==> src/rtl/key_process_pkg.sv <==
// Shared lock package: key/store geometry used by key_process and the lock FSM,
// plus the per-cycle action decoded by the key front end.
package key_process_pkg;

  localparam int LOCK_KEY_WIDTH   = 4;
  localparam int LOCK_KEY_NUMBERS = 6;
  localparam int LOCK_STORE_WIDTH = LOCK_KEY_WIDTH * LOCK_KEY_NUMBERS;

  typedef enum logic [2:0] {
    ACT_IDLE,
    ACT_ACCEPT,
    ACT_CLEAR_FULL,
    ACT_DISCARD,
    ACT_TIMEOUT
  } key_action_e;

endpackage

==> src/rtl/key_process_edge_detect.sv <==
// Turns the raw key bus into a single-cycle press pulse on a 0 -> nonzero change.
module key_process_edge_detect #(
  parameter int KEY_WIDTH = 4
) (
  input  logic                 clock,
  input  logic                 reset,
  input  logic [KEY_WIDTH-1:0] key_i,
  output logic                 press_o
);

  logic [KEY_WIDTH-1:0] prev_key_q;
  logic                 armed_q;

  // armed_q stays low until the bus has been seen idle, so a key held through
  // reset release never looks like a fresh press.
  always_ff @(posedge clock or posedge reset) begin
    if (reset) begin
      prev_key_q <= '0;
      armed_q    <= 1'b0;
    end else begin
      // NOTE: sequential state uses non-blocking assignments so every register
      // samples the pre-edge values, independent of statement order.
      prev_key_q <= key_i;
      armed_q    <= armed_q | ~(|key_i);
    end
  end

  assign press_o = armed_q & (|key_i) & ~(|prev_key_q);

endmodule

==> src/rtl/key_process.sv <==
// Key-entry front end: press events shift codes into a KEY_NUMBERS-deep store,
// with an inter-key timeout that empties the store and raises timeValueFlag.
module key_process
  import key_process_pkg::*;
#(
  parameter int KEY_WIDTH               = LOCK_KEY_WIDTH,
  parameter int KEY_NUMBERS             = LOCK_KEY_NUMBERS,
  parameter int KEY_NUMBERS_STORE_WIDTH = 3,
  parameter int CLOCK_FREQUENCY         = 50_000_000,
  parameter int CLOCK_COUNT_SOTRE_WIDTH = 40,
  parameter int TIME_OUTS_TIME          = 1
) (
  input  logic                                 clock,
  input  logic                                 reset,
  input  logic [KEY_WIDTH-1:0]                 keyInputValue,
  output logic [KEY_WIDTH*KEY_NUMBERS-1:0]     keyValueStore,
  output logic                                 timeValueFlag,
  output logic [KEY_NUMBERS_STORE_WIDTH-1:0]   keyNumbersStore
);

  localparam int     STORE_W = KEY_WIDTH * KEY_NUMBERS;
  localparam int     CW      = CLOCK_COUNT_SOTRE_WIDTH;
  localparam int     NW      = KEY_NUMBERS_STORE_WIDTH;
  localparam longint TLIM_L  = longint'(CLOCK_FREQUENCY) * longint'(TIME_OUTS_TIME);
  localparam logic [CW-1:0] TLIM    = CW'(TLIM_L);
  localparam logic [CW-1:0] TLIM_M1 = CW'(TLIM_L - 1);
  localparam logic [NW-1:0] FULL    = NW'(KEY_NUMBERS);

  logic               press;
  logic [CW-1:0]      timer_q, timer_d;
  logic [STORE_W-1:0] store_q, store_d;
  logic [NW-1:0]      count_q, count_d;
  logic               flag_q, flag_d;
  logic               rearm_q, rearm_d;
  logic               timeout_hit;
  key_action_e        action;

  key_process_edge_detect #(
    .KEY_WIDTH (KEY_WIDTH)
  ) u_edge (
    .clock   (clock),
    .reset   (reset),
    .key_i   (keyInputValue),
    .press_o (press)
  );

  // Timer: cleared by any press, otherwise counts up and parks at TLIM.
  always_comb begin
    timer_d = timer_q;
    if (press)               timer_d = '0;
    else if (timer_q != TLIM) timer_d = timer_q + CW'(1);
  end

  // The timeout fires on the edge where the timer steps onto TLIM; a press on
  // that same edge wins and the timeout is skipped.
  assign timeout_hit = ~press & (timer_q == TLIM_M1);

  // After a timeout, the first press only re-arms entry (rearm_q); the next
  // press is stored as digit 1 and drops the flag.
  always_comb begin
    action = ACT_IDLE;
    if (press) begin
      if (flag_q && !rearm_q) action = ACT_DISCARD;
      else if (count_q == FULL) action = ACT_CLEAR_FULL;
      else                      action = ACT_ACCEPT;
    end else if (timeout_hit) begin
      action = ACT_TIMEOUT;
    end
  end

  always_comb begin
    store_d = store_q;
    count_d = count_q;
    flag_d  = flag_q;
    rearm_d = rearm_q;
    case (action)
      ACT_ACCEPT: begin
        store_d = {store_q[STORE_W-KEY_WIDTH-1:0], keyInputValue};
        count_d = count_q + NW'(1);
        flag_d  = 1'b0;
        rearm_d = 1'b0;
      end
      ACT_CLEAR_FULL: begin
        store_d = '0;
        count_d = '0;
      end
      ACT_DISCARD: begin
        store_d = '0;
        count_d = '0;
        rearm_d = 1'b1;
      end
      ACT_TIMEOUT: begin
        store_d = '0;
        count_d = '0;
        flag_d  = 1'b1;
        rearm_d = 1'b0;
      end
      default: ;
    endcase
  end

  always_ff @(posedge clock or posedge reset) begin
    if (reset) begin
      timer_q <= '0;
      store_q <= '0;
      count_q <= '0;
      flag_q  <= 1'b0;
      rearm_q <= 1'b0;
    end else begin
      timer_q <= timer_d;
      store_q <= store_d;
      count_q <= count_d;
      flag_q  <= flag_d;
      rearm_q <= rearm_d;
    end
  end

  assign keyValueStore   = store_q;
  assign keyNumbersStore = count_q;
  assign timeValueFlag   = flag_q;

endmodule

==> config.mk <==
export PLATFORM = sky130hd
export DESIGN_NAME = key_process
export DESIGN_NICKNAME = d
export VERILOG_FILES = /design/src/rtl/key_process_pkg.sv /design/src/rtl/key_process_edge_detect.sv /design/src/rtl/key_process.sv
export SDC_FILE = /design/constraint.sdc
export NUM_CORES = 1
export LEC_CHECK = 0
export ABC_AREA = 1
export CAP_MARGIN = 15
export CORE_UTILIZATION = 39
export DETAILED_ROUTE_END_ITERATION = 10
export PLACE_DENSITY_LB_ADDON = 0.15
export REMOVE_ABC_BUFFERS = 1
export SETUP_SLACK_MARGIN = 0.3
export SYNTH_ARGS = -nofsm -noshare
export SYNTH_HDL_FRONTEND = slang
export SYNTH_SLANG_ARGS = --single-unit
==> constraint.sdc <==
create_clock -name clock -period 2.3 [get_ports clock]
set_input_delay 0.23 -clock clock [delete_from_list [all_inputs] [get_ports clock]]
set_output_delay 0.23 -clock clock [all_outputs]
set_load 0.005 [all_outputs]
==> results_dict.tcl <==
set metrics [dict create \
    worst_pin_slew_ns 0.441 \
    die_area_um2 11200 \
    ys.flop_type "dfrtp_1" \
    synth_area_leader_cell "dfrtp_1" \
    clk_pin_slew_ns 0.09 \
    syn_inst 603 \
    maxCapViolCount 0 \
    diodes 0 \
    start_util 0.404 \
    overflow 0 \
    fp.dieW_um 106 \
    clockBufferDepth 2 \
    grt_pass1_vias 3802 \
    crit_arrival_ns 2.02 \
    fin_crit_ns 1.77 \
    hold_buffers 0 \
    seq_power_share 0.441 \
    skew_ns 0.0141 \
    drt_iter0_drc 158 \
    dp.final_hpwl_um 7660 \
    hp-class "in2async" \
    synth_warnings 0 \
    synthTopCellsByArea "dfrtp_1, nand2_1, nor2_1, inv_1, nor2_2" \
    slew_headroom 0.704 \
    synthTopCellsByCount "nand2_1, nor2_1, dfrtp_1" \
    pwr-share-clk 0.350 \
    netlist_area_um2 4210 \
    final-setup-viol-count 0 \
    final_nets 655 \
    grt_pass1_wl_um 18200 \
    synth.distinct_cells 27 \
    p_sw_frac 0.302 \
    holdWs_ns 0.138 \
    reg2reg_slack_ns 0.53 \
    grt_start_max_net_pins 39 \
    crit_start "timer_q[0]" \
    cellLeakagePower_nw 2.29 \
    vias 3807 \
    yosysMostFrequentCell "nand2_1" \
    intPower_mw 2.71 \
    ys_seq_area_frac 0.440 \
    rsz0062_at_grt "false" \
    gp_routability_congestion 0.889 \
    post_cts_resized 0 \
    clock_sinks 74 \
    port_buffers 33 \
    required_ns 2.55 \
    wl_um 10400 \
    die_y_um 106 \
    syn_to_final_growth_pct 18.1 \
    outcome "finished clean" \
    drive_gt1_frac 0.0971 \
    fmax_ghz 0.564 \
    period_share 0.771 \
    antenna_left 0 \
    grt_use_total 0.205 \
    viasPerCell 4.85 \
    core_um2 10400 \
    synth_top_area_share 0.440 \
    synth_edf_count 0 \
    powerDensity_nw_per_um2 781 \
    drcViolationCount 0 \
    slew_violations 0 \
    routedWlPerCell_um 13.3 \
    worstSetupEndpointType "flop" \
    clock_latency_ns 0.35 \
    rows 37 \
    ys_async_sr_fraction 1.00 \
    drt-pass1-iter-count 4 \
    hold_viol 0 \
    h-tree-depth 3 \
    tritoncts "done" \
    cts_made_buffers 9 \
    antenna_found_initial 0 \
    post-cts-setup-buffers 0 \
    n_fill_cell 1075 \
    cp-start-kind "flop" \
    cts_root_buf "clkbuf_8" \
    syn_area_per_cell_um2 6.98 \
    peakVddDrop_v 0.000405 \
    setup-tns-final_ns 0 \
    worstSetupPathType "reg2reg" \
    p_comb_frac 0.209 \
    path_max_fanout 25 \
    ys_ff_latch 74 \
    r2r-start "timer_q[0]" \
    io_pins 34 \
    p_sw_mw 1.17 \
]
## path summary, 6_finish.rpt
kind,endpoint,cells after the start
setup / recovery,keyValueStore[19],10
hold / removal,keyValueStore[11],2
setup reg to reg,keyValueStore[19],10
hold reg to reg,timer_q[12],1
max in group asynchronous,timer_q[31],3
min in group clock,u_edge.prev_key_q[0],1
## routing by layer
metal / part of all wire / track usage
met1: 0.47 / 0.276
met5: 0 / 0
met4: 0.013 / 0.0565
met3: 0.044 / 0.0435
met2: 0.47 / 0.334
## power groups by stage
stage	Combinational [mW]	Sequential, mW	Clock [mW]
finish	0.813	1.71	1.36
floorplan	0.493	1.69	0
CTS	0.826	1.71	1.39
global route	0.938	1.74	1.46
global placement	0.810	1.73	0
detailed placement	0.820	1.74	0
## area by class of cell
class	count	area [um^2]	share of cell area
clock buffer	9	124	0.0249
timing repair buffer	42	410	0.0825
multi-input combinational	453	2020	0.407
sequential	74	1850	0.372
tap	136	170	0.0342
inverter	65	256	0.0516
clock inverter	6	138	0.0277
## state kept, by name, indices dropped and copies added (netlist names)
signal / cells
keyNumbersStore: 3
keyValueStore: 24
rearm_q: 1
timeValueFlag: 1
timer_q: 40
u_edge.armed_q: 1
u_edge.prev_key_q: 4
## metrics by stage
| stage | total power [mW] | setup slack (ns) | util | instance area [um^2] | cells |
|---|---|---|---|---|---|
| after floorplan | 2.18 | -0.433 | - | 4130 | 592 |
| after global placement | 2.54 | 0.505 | 0.452 | 4710 | 770 |
| after detailed placement | 2.56 | 0.451 | 0.452 | 4710 | 770 |
| after CTS | 3.93 | 0.514 | 0.478 | 4970 | 785 |
| after global routing | 4.14 | 0.361 | 0.478 | 4970 | 785 |
| final | 3.89 | 0.526 | 0.478 | 4970 | 785 |
## logic make-up (layout without fill, tap and decap cells)
| group | Yosys count | count (layout) | share of synthesized area |
|---|---|---|---|
| buffers and inverters | 76 | 122 | 0.0796 |
| AOI/OAI and AO/OA | 36 | 36 | 0.0440 |
| DFF | 74 | 74 | 0.440 |
| and+or+nand+nor | 402 | 402 | 0.402 |
| xor gates and xnor gates | 11 | 11 | 0.0229 |
| adders and majority gates | 4 | 4 | 0.0119 |
## cell usage in the layout (no fill, tap or decap)
cell type	netlist	layout
nor3_1	7	7
ha_1	4	4
o21ai_1	2	2
xor2_1	8	8
buf_4	0	8
nor2_1	130	130
clkinv_8	1	1
nor2_8	1	1
nand3_1	20	20
nand2_2	4	4
o21a_1	1	1
nand2_4	1	1
buf_12	2	1
and3_1	1	1
dfrtp_1	74	74
xnor2_1	3	3
o21bai_1	1	1
o21ai_0	17	17
a21oi_1	15	15
nor2_4	2	2
inv_6	0	2
nand4_1	11	11
inv_2	2	3
inv_1	62	61
clkbuf_8	0	9
nand3_2	1	1
nand2_1	198	198
nor2_2	26	26
clkdlybuf4s50_1	0	33
bufinv_16	0	4
## worst max-delay path: stages, from the launching register on
cell      delay (ns)
dfrtp_1         0.48
ha_1            0.27
nand2_2         0.12
nor2_8          0.15
nand2_2         0.07
nor2_2          0.09
nand2_2         0.07
nor2_4          0.10
nand2_4         0.09
clkinv_8        0.15
nor2_1          0.07
Note: power is estimated with default switching activity, not from simulation.
